File: config.mk
export PLATFORM = sky130hd
export DESIGN_NAME = my_dmux16_stream
export DESIGN_NICKNAME = d
export VERILOG_FILES = /design/src/rtl/elements_pkg.sv /design/src/rtl/my_fifo16.sv /design/src/rtl/my_dmux16_stream.sv
export SDC_FILE = /design/constraint.sdc
export NUM_CORES = 1
export LEC_CHECK = 0
export BUFFER_PORTS_ARGS = -buffer_cell sky130_fd_sc_hd__buf_2
export CORE_MARGIN = 5
export CORE_UTILIZATION = 60
export DETAILED_ROUTE_END_ITERATION = 10
export PLACE_DENSITY = 0.88
export SYNTH_ARGS = -nofsm -noshare
export SYNTH_HDL_FRONTEND = slang
export SYNTH_HIERARCHICAL = 1
export SYNTH_SLANG_ARGS = --single-unit
File: constraint.sdc
create_clock -name clk -period 4.2 [get_ports clk]
set_clock_uncertainty 0.1 [all_clocks]
set_input_delay 0.84 -clock clk [delete_from_list [all_inputs] [get_ports clk]]
set_output_delay 0.84 -clock clk [all_outputs]
set_load 0.005 [all_outputs]
File: src/rtl/elements_pkg.sv
// elements_pkg: shared word type and width for the 16-bit stream elements.
package elements_pkg;
    localparam int WORD_W = 16;
    typedef logic [WORD_W-1:0] word_t;
endpackage

File: src/rtl/my_fifo16.sv
// my_fifo16: single-clock FIFO with registered storage; head reads 0 while empty.
module my_fifo16 import elements_pkg::*; #(
    parameter int WIDTH = WORD_W,
    parameter int DEPTH = 2
) (
    input  logic             clk,
    input  logic             rst,
    input  logic             push,
    input  logic [WIDTH-1:0] din,
    output logic             full,
    input  logic             pop,
    output logic [WIDTH-1:0] dout,
    output logic             empty
);
    localparam int AW = $clog2(DEPTH);
    logic [WIDTH-1:0] mem [DEPTH];
    logic [AW-1:0] wr_ptr, rd_ptr;
    logic [AW:0] occ;
    logic do_push, do_pop;
    // DEPTH is a power of two, so occupancy reaches DEPTH exactly when its MSB sets
    assign full = occ[AW];
    assign empty = occ == '0;
    assign do_push = push && !full;
    assign do_pop = pop && !empty;
    assign dout = empty ? '0 : mem[rd_ptr];
    always_ff @(posedge clk or posedge rst) begin
        if (rst) begin
            wr_ptr <= '0;
            rd_ptr <= '0;
            occ <= '0;
            for (int i = 0; i < DEPTH; i++) mem[i] <= '0;
        end else begin
            if (do_push) begin
                mem[wr_ptr] <= din;
                wr_ptr <= wr_ptr + 1'b1;
            end
            if (do_pop) rd_ptr <= rd_ptr + 1'b1;
            if (do_push != do_pop) occ <= do_push ? occ + 1'b1 : occ - 1'b1;
        end
    end
endmodule

File: src/rtl/my_dmux16_stream.sv
// my_dmux16_stream: 1-to-2 stream demux; each output buffered by its own FIFO
// so a stalled sink only blocks words steered to it.
module my_dmux16_stream import elements_pkg::*; #(
    parameter int WIDTH = WORD_W,
    parameter int DEPTH = 2
) (
    input  logic             clk,
    input  logic             rst,
    input  logic [WIDTH-1:0] in_data,
    input  logic             in_sel,
    input  logic             in_valid,
    output logic             in_ready,
    output logic [WIDTH-1:0] out1_data,
    output logic             out1_valid,
    input  logic             out1_ready,
    output logic [WIDTH-1:0] out2_data,
    output logic             out2_valid,
    input  logic             out2_ready,
    output word_t            count1,
    output word_t            count2
);
    logic full1, full2, empty1, empty2, push1, push2, pop1, pop2;
    // ready looks only at registered fullness: no pass-through on a full FIFO
    assign in_ready = in_sel ? !full2 : !full1;
    assign push1 = in_valid && in_ready && !in_sel;
    assign push2 = in_valid && in_ready && in_sel;
    assign out1_valid = !empty1;
    assign out2_valid = !empty2;
    assign pop1 = out1_valid && out1_ready;
    assign pop2 = out2_valid && out2_ready;
    my_fifo16 #(.WIDTH(WIDTH), .DEPTH(DEPTH)) u_fifo1 (
        .clk(clk), .rst(rst), .push(push1), .din(in_data), .full(full1),
        .pop(pop1), .dout(out1_data), .empty(empty1)
    );
    my_fifo16 #(.WIDTH(WIDTH), .DEPTH(DEPTH)) u_fifo2 (
        .clk(clk), .rst(rst), .push(push2), .din(in_data), .full(full2),
        .pop(pop2), .dout(out2_data), .empty(empty2)
    );
    always_ff @(posedge clk or posedge rst) begin
        if (rst) begin
            count1 <= '0;
            count2 <= '0;
        end else begin
            if (pop1) count1 <= count1 + 1'b1;
            if (pop2) count2 <= count2 + 1'b1;
        end
    end
endmodule
==> impl_summary.md, run 1 <==
Logic synthesis
The part of the Yosys area used for sequential elements is 53.3%. Synthesis inferred about 100 register bits. The post-synth net total is a little under 400. The mean post-synth cell area is 13.3 sq um. The count of yosys warnings during synthesis is 6. The synthesized netlist occupies a cell area of roughly 0.005 sq mm. Counting distinct cell types in the post-synthesis netlist gives 38.

The number of instances in the synthesized netlist is 366.

Routing
The routed wire length is ~10 mm. In this run, the number of DRC markers left after iteration 0 of detailed routing was 108. Across all layers, the routed design uses just over 3000 vias. The detailed-route wire length per cell is between 15 and 20 microns. The count of nets left with antenna violations once routing finished came out at 0. For this run, the detailed router's first-pass iteration total came to 4. The number of vias per cell is between 5 and 6. In the routed design, unresolved DRC markers number 0.

Cells and area
The number of fill cells in the layout is between 600 and 700. The final core area utilization is 69.6%. The layout overhead on the synthesized area is 14.7%.

0 antenna diodes ended up in the layout. The multi-input combinational cells in the finished layout cover a total of 0.00217 sq mm. Summing all flip-flop and latch instances after layout gives roughly 0.0026 sq mm. In the final layout, the share of cells above drive strength 1 is between 40% and 50%. For this run, the post-layout net count is about 480.

Floorplan
The initial core utilization is roughly three fifths. The die footprint is approximately 0.01 sq mm. The floorplan has 33 rows. The core area is a little over 0.008 sq mm.

The die is around 100 microns wide. The die is about 100 microns tall. between 80 and 90 I/O pins were placed.

Setup path
In this run the critical register-to-register path is launched from u_fifo1/occ[1]$_DFFE_PP0P_. STA puts the critical path data required time at roughly 3.3 ns. The critical path's largest stage delay is ~0.75 ns. The worst register-to-register path has a setup slack of ~1.8 ns.

The endpoint of the lowest-slack register-to-register path is u_fifo1/mem[27]$_DFFE_PP0P_. The worst setup path is launched from a flop. The slowest stage of the critical path is the sky130_fd_sc_hd__nor2_2 cell. The number of cells on the worst reg-to-reg path is 4. In this run the worst path has a maximum fanout of 19. The critical path goes through nor2_2 > nor2_1 > buf_2.

The kind of end point of the critical path is a primary output. The timing endpoint of the critical path is out1_data[10]. The type of the setup path with the least slack is flop to primary output. The most critical setup path has its startpoint at u_fifo1/occ[1]$_DFFE_PP0P_. The signal arrival time at the worst endpoint is about 2.0 ns.

Power
The leakage component of the power is between 2 and 3 nW. For this design the ratio of total power to cell area is about 710 mW/mm^2. IR analysis of the VDD net gives a maximum drop of ~0.44 mV. Total power for the finished layout comes to approximately 4.0 mW.

STA
The time the final worst path needs with I/O delays and setup is 2.91 ns. The worst relative slew slack is 30.9%. Setup repair after global routing left no endpoint under its margin. The achievable frequency is 0.343 GHz. The total of endpoints with negative setup slack in the final report is 0.

For the pin with the worst max-slew slack, the measured transition is about 1.0 ns. The number of endpoints with negative hold slack in the final report is 0. The count of final max-slew check failures is 0. The worst path uses slightly below 70% of the clock period. The final-layout setup total negative slack is 0 ns.

GRT
The number of global-route vias before repair is 3449. Entering global routing, the biggest net connects 37 pins. The first-pass GRT wire length is approximately 17 mm. The initial antenna violation count is 0. The overflow left after global routing is 0. Global routing used approximately a fifth of the available tracks.

Clock network
The number of clock sinks seen by CTS is 104. The buffers inserted during post-CTS setup optimization is 0. TritonCTS built the clock tree.

The number of buffers created by CTS is 9. The maximum clock path buffer count is 2. At the later pin of the worst-skew pair, clock insertion delay measures 0.36 ns. The post-cts resize count is 0. The cell at the root of the clock tree is sky130_fd_sc_hd__clkbuf_8. The number of hold buffers added after CTS is 0.

The register clock-pin slew on the reported worst setup and hold paths is ~0.090 ns. CTS built an H-tree with a depth of 3.

Placement
The placed wire-length estimate after detailed placement is 7.00 mm. During placement, the flow inserted port buffers numbering 88. At the end of routability-driven placement, the weighted congestion stood at 0.729.

Worst hold path
The path class of the tightest hold or removal check is input port to async pin.

Outcome
The run finished with clean final reports.

Run
The number of maximum-capacitance violations is 0.
-- cell usage in the layout, fill, tap and decap left out, types with 6 or more instances in the layout --
cell and n:
sky130_fd_sc_hd__and3_1 6, sky130_fd_sc_hd__buf_2 88, sky130_fd_sc_hd__buf_4 6, sky130_fd_sc_hd__clkbuf_8 9, sky130_fd_sc_hd__dfrtp_1 104, sky130_fd_sc_hd__inv_1 7
sky130_fd_sc_hd__mux2_2 46, sky130_fd_sc_hd__mux2_4 20, sky130_fd_sc_hd__mux2i_1 33, sky130_fd_sc_hd__nand2_1 12, sky130_fd_sc_hd__nand3_1 8, sky130_fd_sc_hd__nor2_1 39
sky130_fd_sc_hd__xnor2_1 22, sky130_fd_sc_hd__xor2_1 14
-- stage by stage --
step | std cells | worst slack [ns] | cell area [sq um] | hold slack (ns)
6_report | 569 | 1.29 | 5600 | 0.317
5_1_grt | 569 | 1.14 | 5600 | 0.320
4_1_cts | 569 | 1.23 | 5600 | 0.313
3_5_place_dp | 553 | 1.38 | 5410 | 0.366
3_3_place_gp | 553 | 1.47 | 5410 | 0.352
2_1_floorplan | 366 | 1.75 | 4880 | 0.365
-- where the power goes --
| group | total [mW] | internal, mW | switching (mW) |
|---|---|---|---|
| clock | 0.606 | 0.275 | 0.330 |
| combinational | 1.53 | 0.889 | 0.641 |
| sequential | 1.82 | 1.41 | 0.413 |
-- cell type report --
cell class	count	area share (%)
Sequential cell	104	46.5
Inverter	7	0.469
Clock buffer	11	2.35
Clock inverter	5	1.03
Tap cell	105	2.35
Timing Repair Buffer	94	8.67
Multi-Input combinational cell	243	38.7
-- sequential cells by signal, indices dropped and copies added, names as in the netlist --
| signal | cells |
|---|---|
| u_fifo1/rd_ptr | 1 |
| u_fifo2/mem | 32 |
| count2 | 16 |
| u_fifo2/rd_ptr | 1 |
| u_fifo1/mem | 32 |
| count1 | 16 |
| u_fifo2/occ | 2 |
| u_fifo1/wr_ptr | 1 |
| u_fifo2/wr_ptr | 1 |
| u_fifo1/occ | 2 |
-- worst min-delay path by stage --
| stage | startpoint | endpoint | slack [ns] | depth (start not counted) |
|---|---|---|---|---|
| 6_report | rst | count2[1]$_DFFE_PP0P_ | 0.32 | 2 |
| 3_3_place_gp | count2[15]$_DFFE_PP0P_ | count2[15]$_DFFE_PP0P_ | 0.35 | 1 |
| 4_1_cts | rst | count2[6]$_DFFE_PP0P_ | 0.31 | 2 |
| 5_1_grt | rst | count2[6]$_DFFE_PP0P_ | 0.32 | 2 |
| 3_5_place_dp | count1[15]$_DFFE_PP0P_ | count1[15]$_DFFE_PP0P_ | 0.37 | 1 |
| 2_1_floorplan | count2[15]$_DFFE_PP0P_ | count2[15]$_DFFE_PP0P_ | 0.36 | 1 |
-- critical path: cells and delay by family (launching register included) --
| kind | cells | cell delay, ns |
|---|---|---|
| buffers and inverters | 1 | 0.18 |
| flip-flops | 1 | 0.51 |
| AND/OR/NAND/NOR | 2 | 0.92 |
-- cells by family after synthesis --
kind of cell / count (synthesis) / share of synthesized area (%)
simple gates: 100 / 12.9
mux: 99 / 23.5
fa+ha+maj: 2 / 0.512
buf+inv: 19 / 2.38
flops: 104 / 53.3
compound gates: 6 / 0.923
xor+xnor: 36 / 6.46
-- routing by layer --
metal | routed length (microns) | up-vias | GRT usage, % | share of wire (%)
met2 | 5040 | 90 | 36.3 | 50
li1 | - | 1445 | - | -
met5 | 0 | - | 0 | 0
met4 | 137 | 0 | 6.01 | 1.4
met3 | 588 | 11 | 5.21 | 5.9
met1 | 4220 | 1549 | 26.0 | 42
-- synthesized netlist by cell type (all sizes together) --
cell	instances	area, sq um
a22o	2	17.5
and2	1	6.26
and3	7	45.1
and4	1	8.76
and4b	1	11.3
buf	12	90.1
dfrtp	104	2600
ha	2	25.0
inv	7	26.3
mux2	66	818
mux2i	33	330
nand2	12	45.0
nand2b	2	12.5
nand3	8	40.0
nand3b	4	67.6
nand4	6	58.8
nor2	40	150
nor2b	4	25.0
nor3	4	41.3
nor3b	4	57.6
nor4	1	21.3
o21ai	2	10.0
o221ai	2	17.5
or2	1	6.26
or2b	2	15.0
or3b	2	17.5
xnor2	22	193
xor2	14	123
(Power assumes the default switching activity.)
==> inputs of run 2 (changes only) <==
--- a/config.mk
+++ b/config.mk
@@ -7,9 +7,9 @@
 export LEC_CHECK = 0
 export BUFFER_PORTS_ARGS = -buffer_cell sky130_fd_sc_hd__buf_2
 export CORE_MARGIN = 5
-export CORE_UTILIZATION = 60
+export CORE_UTILIZATION = 56
 export DETAILED_ROUTE_END_ITERATION = 10
-export PLACE_DENSITY = 0.88
+export PLACE_DENSITY = 0.83
 export SYNTH_ARGS = -nofsm -noshare
 export SYNTH_HDL_FRONTEND = slang
 export SYNTH_HIERARCHICAL = 1
==> constraint.sdc (replaced) <==
create_clock -name clk -period 3 [get_ports clk]
set_clock_uncertainty 0.1 [all_clocks]
set_input_delay 0.6 -clock clk [delete_from_list [all_inputs] [get_ports clk]]
set_output_delay 0.6 -clock clk [all_outputs]
set_load 0.005 [all_outputs]
==> run 2 against run 1 <==
  * Clock-buffer cell count increased by 2
  * Critical path depth increased by 1
  * Sequential share of layout area decreased by 0.42 points
  * First-iteration DRC count decreased by 1.9%
  * Clock power increased by 38%
  * Register-to-register slack got worse by 0.87 ns
  * Cell count increased by 1.8%
  * Via count increased by 2.8%
  * Combinational power increased by 50%
  * Sequential power increased by 35%
  * Total power increased by 41%
  * Die area increased by 6.4%
==> impl_summary.md, run 2 (synthesis results as in run 1) <==
Outcome
The run finished with clean final reports.

Floorplan
The die is roughly 100 microns wide. The floorplan step defined a core boundary enclosing 0.00859 sq mm. The die outline height is ~100 microns.

The die covers between 0.01 and 0.015 sq mm. The count of pins on the block boundary is 89. In this run the core area contains 34 standard-cell rows. The initial utilization of the core area, before any placement, comes to between 50% and 60%.

Cells and area
After filler insertion, the fill cell instance count of the layout stands at just under 700. The final core area utilization is around 66%. The largest registers in the layout are u_fifo1/mem x32, u_fifo2/mem x32. The net count reported at finish is between 400 and 500. Leaving out fill and tap cells, the most frequent cells in the layout are 104 x sky130_fd_sc_hd__dfrtp_1, 88 x sky130_fd_sc_hd__buf_2, 46 x sky130_fd_sc_hd__mux2_2. The antenna cell count is 0.

The sequential cells in the finished layout cover a total of ~0.0026 sq mm. The multi-input gate area in the final layout is ~0.0022 sq mm. Compared with the post-synthesis result, the final layout area differs by 15.8%. The fraction of layout cells with a size suffix above 1 is 42.0%. The most frequent standard cell in the layout excluding fill and tap cells is sky130_fd_sc_hd__dfrtp_1.

STA
In this run the tightest slew margin relative to its limit is a little under two fifths. After layout, the worst path uses between 80 and 90% of the clock period. The total of endpoints with negative setup slack in the final report is 0. Setup repair after global routing left no endpoint under its margin. The achievable frequency is roughly 0.41 GHz. The transition time at the pin with the least slew margin is between 0.9 and 1 ns. The time the final worst path needs with I/O delays and setup is between 2 and 2.5 ns. The count of final max-slew check failures is 0. The number of endpoints with negative hold slack in the final report was 0. On the final layout, the worst hold slack is just under 0.2 ns. The final-layout setup total negative slack is 0 ns.

Power
The peak ir drop on the vdd network is 0.507 mV. For this design the static power due to leakage is 2.88 nW. In this run the power density over the cells is about 990 mW/mm^2.

Clock network
The insertion delay of the later-clocked pin in the worst-skew pair is roughly 0.35 ns. The maximum clock path buffer count is 2. The H-tree was split into 3 levels.

The number of clock sinks seen by CTS is between 100 and 150. The register clock-pin slew on the reported worst setup and hold paths is 0.10 ns. After clock tree synthesis, the repair step resized 0 gates. TritonCTS built the clock tree. The buffers inserted during post-CTS setup optimization is 0. The number of hold buffers added after CTS was 0.

The cell at the root of the clock tree is sky130_fd_sc_hd__clkbuf_8. The number of buffers created by CTS is 9.

Routing
For this block, the routed nets add up to a little over 10 mm of wire. The detailed-route wire length on metal 1 is between 4 and 5 mm. After detailed routing, the met2 layer carries around 5 mm of wire. For this run, the detailed router's first-pass iteration total came to 5.

The post-detailed-route count of antenna-violating nets is 0. Dividing the detail-routed via count by the number of cells gives between 5 and 6. The first routing iteration left approximately 110 violations.

The detailed-route wire length per cell is around 17 microns. The total length of routed met3 wires is 617 microns. The uppermost metal layer occupied by signal nets is met4. The final route contains 3183 vias.

The residual DRC count is 0.

Setup path
The nature of the critical path startpoint is a flop. For flop-to-flop paths, the worst setup slack is approximately 0.9 ns. The kind of end point of the critical path is a primary output.

At the worst endpoint, the arrival time is roughly 1.8 ns. On the worst path, the slowest cell contributes a delay of approximately 0.52 ns. Data on the critical path is required at its endpoint by roughly 2.3 ns. The library cell contributing the largest single delay on the critical path is sky130_fd_sc_hd__dfrtp_1. In this run the critical register-to-register path is launched from u_fifo1/occ[1]$_DFFE_PP0P_. The number of cells on the worst reg-to-reg path is 5.

The startpoint of the worst setup timing path is u_fifo1/occ[1]$_DFFE_PP0P_. The critical path goes through nor2_2 > buf_4 > nor2_1 > buf_2. The peak fanout along the critical path is 12. The type of the setup path with the least slack is flop to primary output. The endpoint identified for the worst register-to-register timing path is u_fifo1/mem[28]$_DFFE_PP0P_.

Run
Across the run, the number of max-cap violations was 0.

Worst hold path
The min-delay analysis places its worst path in the category input port to async pin.

GRT
The first-pass GRT wire length is around 17 mm. The number of global-route vias before repair is 3346. The initial antenna violation count was 0.

Global routing used between 10% and 20% of the available tracks. Entering global routing, the biggest net connects 25 pins. Summed over all layers, the global routing overflow is 0.

Placement
The weighted congestion reported at the end of routability-driven placement is between 0.7 and 0.8. The HPWL after detailed placement is between 7 and 8 mm. The count of buffers added on input and output ports is 88.
-- run 2: changes by cell type in the layout (fill, tap and decap cells not counted), sizes merged --
| cell | delta |
|---|---|
| clkbuf | +2 |
| buf | +7 |
| clkinvlp | -2 |
-- run 2: how the worst max path moves through the flow --
stage,endpoint,cells after the start,slack (ns)
final,out1_data[10],4,0.53
after global routing,out1_data[11],4,0.43
after CTS,out1_data[2],4,0.50
after detailed placement,u_fifo2/mem[31]$_DFFE_PP0P_,6,0.71
after global placement,u_fifo1/mem[31]$_DFFE_PP0P_,6,0.77
after floorplan,u_fifo1/mem[16]$_DFFE_PP0P_,4,0.79
-- run 2: metrics by stage --
stage | instances | setup slack, ns | area, sq um | total power, mW
4_1_cts | 579 | 0.503 | 5650 | 5.66
3_3_place_gp | 563 | 0.770 | 5470 | 4.67
5_1_grt | 579 | 0.432 | 5650 | 5.98
3_5_place_dp | 563 | 0.706 | 5470 | 4.80
2_1_floorplan | 366 | 0.787 | 4880 | 3.95
6_report | 579 | 0.533 | 5650 | 5.59
-- run 2: critical path, delay by kind of cell (launching register included) --
kind                   cells  cell delay [ns]
DFF                        1             0.52
and+or+nand+nor            2             0.48
buffers and inverters      2             0.42
-- run 2: layout make-up --
class                           instances  area share, %
Tap cell                              108           2.39
Clock inverter                          3          0.753
Multi-Input combinational cell        243           38.4
Inverter                                7          0.465
Sequential cell                       104           46.0
Timing Repair Buffer                  101           9.52
Clock buffer                           13           2.46
-- run 2: per-layer routing --
metal	track usage [%]	up-vias
met1	26.3	1631
met4	6.27	0
met2	33.6	84
li1	-	1457
met3	3.55	11
met5	0	-
-- run 2: where the power goes --
part           leakage, nW  internal, mW  switching [mW]
clock               0.0876         0.387           0.450
combinational         1.51          1.28            1.01
sequential            1.29          1.98           0.485
==> inputs of run 3 (changes only) <==
==> constraint.sdc (replaced) <==
create_clock -name clk -period 2.4 [get_ports clk]
set_clock_uncertainty 0.1 [all_clocks]
set_input_delay 0.48 -clock clk [delete_from_list [all_inputs] [get_ports clk]]
set_output_delay 0.48 -clock clk [all_outputs]
set_load 0.005 [all_outputs]
==> run 3 against run 2 <==
  * Sequential share of layout area fell by 0.21 points
  * Non-clock buffer count fell by 1
  * Cell count fell by 0.17%
  * Critical endpoint is now out1_data[9]
  * Setup slack got worse by 0.31 ns
==> impl_summary.md, run 3 (synthesis results as in run 1) <==
GRT
The total global routing track utilization is 18.9%. The overflow left after global routing is 0. Entering global routing, the biggest net connects 37 pins.

The initial antenna violation count is 0. The number of global-route vias before repair is around 3300. The first global-routing pass estimated ~16 mm of wire.

Placement
The weighted congestion reported at the end of routability-driven placement is between 0.7 and 0.8. The count of buffers inserted at the top-level ports is 88. Once placement completed, the tool counted placed cells totaling 562. Detailed placement ended at an HPWL of 6.73 mm.

Floorplan
Pin placement for this block handled slightly below 90 I/O pins. Measured along the x axis, the die boundary spans between 100 and 150 microns. The core area is 0.00859 sq mm.

The initial core utilization is between 50% and 60%. The die outline height is just over 100 microns. The row count is 34. The die footprint is approximately 0.011 sq mm.

STA
The number of endpoints with negative hold slack in the final report is 0. The count of final max-slew check failures is 0. Setup total negative slack on the finished layout was measured at 0 ns. The worst pin sits at a relative slew slack of approximately two thirds. Dividing the final minimum period by the clock period gives between 90% and 100%. Derived from the worst setup path, the maximum achievable clock frequency is ~0.46 GHz. For the pin with the worst max-slew slack, the measured transition is 0.502 ns.

The time the final worst path needs with I/O delays and setup is 2.18 ns. Setup repair after global routing left no endpoint under its margin. Setup violations remaining at the end of the flow were counted as 0.

Routing
The residual DRC count is 0. The routed wire length is 9.64 mm. The detailed-router iteration count before antenna repair is 4. The detailed-route wire length per cell is ~17 microns. The vias after detailed routing is between 3000 and 4000. For this block, the initial DRC count from the detailed router was between 80 and 90. The number of vias per cell is about 5.3. The post-detailed-route count of antenna-violating nets is 0.

Cells and area
At the end of the flow, the number of nets in the layout was 489. The number of antenna diodes in the final layout is 0. The number of fill cells in the layout is between 600 and 700.

The largest registers in the layout are u_fifo1/mem x32, u_fifo2/mem x32. The sequential cells in the finished layout cover a total of around 0.0026 sq mm. The library cell used most frequently in the layout, excluding fill and tap cells, is sky130_fd_sc_hd__dfrtp_1. The fraction of layout cells with a size suffix above 1 is a little over two fifths. The finished layout holds around 580 standard cells, fillers aside. In the layout the commonest cells are 104 x sky130_fd_sc_hd__dfrtp_1, 88 x sky130_fd_sc_hd__buf_2, 46 x sky130_fd_sc_hd__mux2_2. In the final layout, the multi-input gates occupy approximately 0.0022 sq mm. From synthesis to final layout, the design area changed by 16.3%.

Setup path
STA classifies the critical path endpoint as a primary output. STA classifies the critical path startpoint as a flop. The critical path is of the flop to primary output type. The slowest stage of the critical path belongs to the cell sky130_fd_sc_hd__dfrtp_1. The largest single stage delay on the critical path is approximately 0.52 ns. The peak fanout along the critical path is 16. The signal on the critical path passes through nor2_2 > buf_4 > nor2_1 > buf_2.

At the worst endpoint, the arrival time is around 1.6 ns. The data required time at the worst endpoint is between 1.5 and 2 ns.

Worst hold path
In this run the worst hold path is classified as input port to async pin.

Outcome
The run finished with clean final reports.

Clock network
The maximum clock path buffer count is 2. The tree is rooted in a sky130_fd_sc_hd__clkbuf_8. The number of clock sinks seen by CTS is 104. The post-cts resize count is 0.

For this design, the CTS-stage hold fixing added 0 buffers. The number of clock buffers added by TritonCTS is 9. Clock-pin slew was measured on the worst setup and hold paths at ~0.11 ns. The level count of the clock H-tree is 3. The number of setup buffers added after CTS is 0. TritonCTS built the clock tree. The insertion delay of the later-clocked pin in the worst-skew pair is between 0.3 and 0.4 ns.

Power
Power spread over the standard cell area amounts to about 1200 mW/mm^2. The total power after layout is just under 7 mW. The leakage component of the power is 2.89 nW. IR analysis of the VDD net gives a maximum drop of ~0.74 mV.

Run
Max-cap violations in this run came to 0.
-- run 3: cell type report --
class	count	area share [%]
Inverter	7	0.463
Timing Repair Buffer	100	9.78
Multi-Input combinational cell	243	38.2
Tap cell	108	2.38
Clock buffer	10	2.42
Clock inverter	6	0.926
Sequential cell	104	45.8
-- run 3: worst max-delay path: cells and delay by family (launching register included) --
family	cells	cell delay [ns]
buffers and inverters	2	0.40
DFF	1	0.52
and+or+nand+nor	2	0.32
-- run 3: where the power goes --
| group | switching, mW | total, mW | internal, mW | leakage [nW] |
|---|---|---|---|---|
| Combinational | 1.28 | 2.90 | 1.62 | 1.51 |
| Sequential | 0.553 | 3.02 | 2.47 | 1.29 |
| Clock | 0.612 | 1.03 | 0.420 | 0.0910 |
-- run 3: metal layers --
metal | global-route usage [%] | vias to the layer above | share of wire [%]
met5 | 0 | - | 0
met2 | 32.0 | 91 | 48
li1 | - | 1455 | -
met1 | 24.4 | 1537 | 44
met4 | 5.38 | 0 | 1.0
met3 | 4.36 | 9 | 6.5
-- run 3: through the flow --
| step | area, sq um | hold slack [ns] | worst slack [ns] | util (%) |
|---|---|---|---|---|
| 3_5_place_dp | 5490 | 0.353 | 0.379 | 63.9 |
| 3_3_place_gp | 5490 | 0.353 | 0.407 | 63.9 |
| 6_report | 5680 | 0.104 | 0.223 | 66.1 |
| 4_1_cts | 5680 | 0.112 | 0.201 | 66.1 |
| 2_1_floorplan | 4880 | 0.365 | 0.307 | - |
| 5_1_grt | 5680 | 0.145 | 0.0957 | 66.1 |
-- run 3: worst paths after layout --
check	slack (ns)	startpoint	to	depth (start not counted)
max	0.22	u_fifo1/occ[1]$_DFFE_PP0P_	out1_data[9]	4
min	0.10	rst	count2[8]$_DFFE_PP0P_	3
max reg2reg	0.44	u_fifo2/occ[1]$_DFFE_PP0P_	u_fifo2/mem[26]$_DFFE_PP0P_	4
min reg2reg	0.37	count2[15]$_DFFE_PP0P_	count2[15]$_DFFE_PP0P_	1
max in group asynchronous	1.73	rst	u_fifo1/mem[7]$_DFFE_PP0P_	3
min in group clk	0.28	in_data[14]	u_fifo2/mem[14]$_DFFE_PP0P_	2
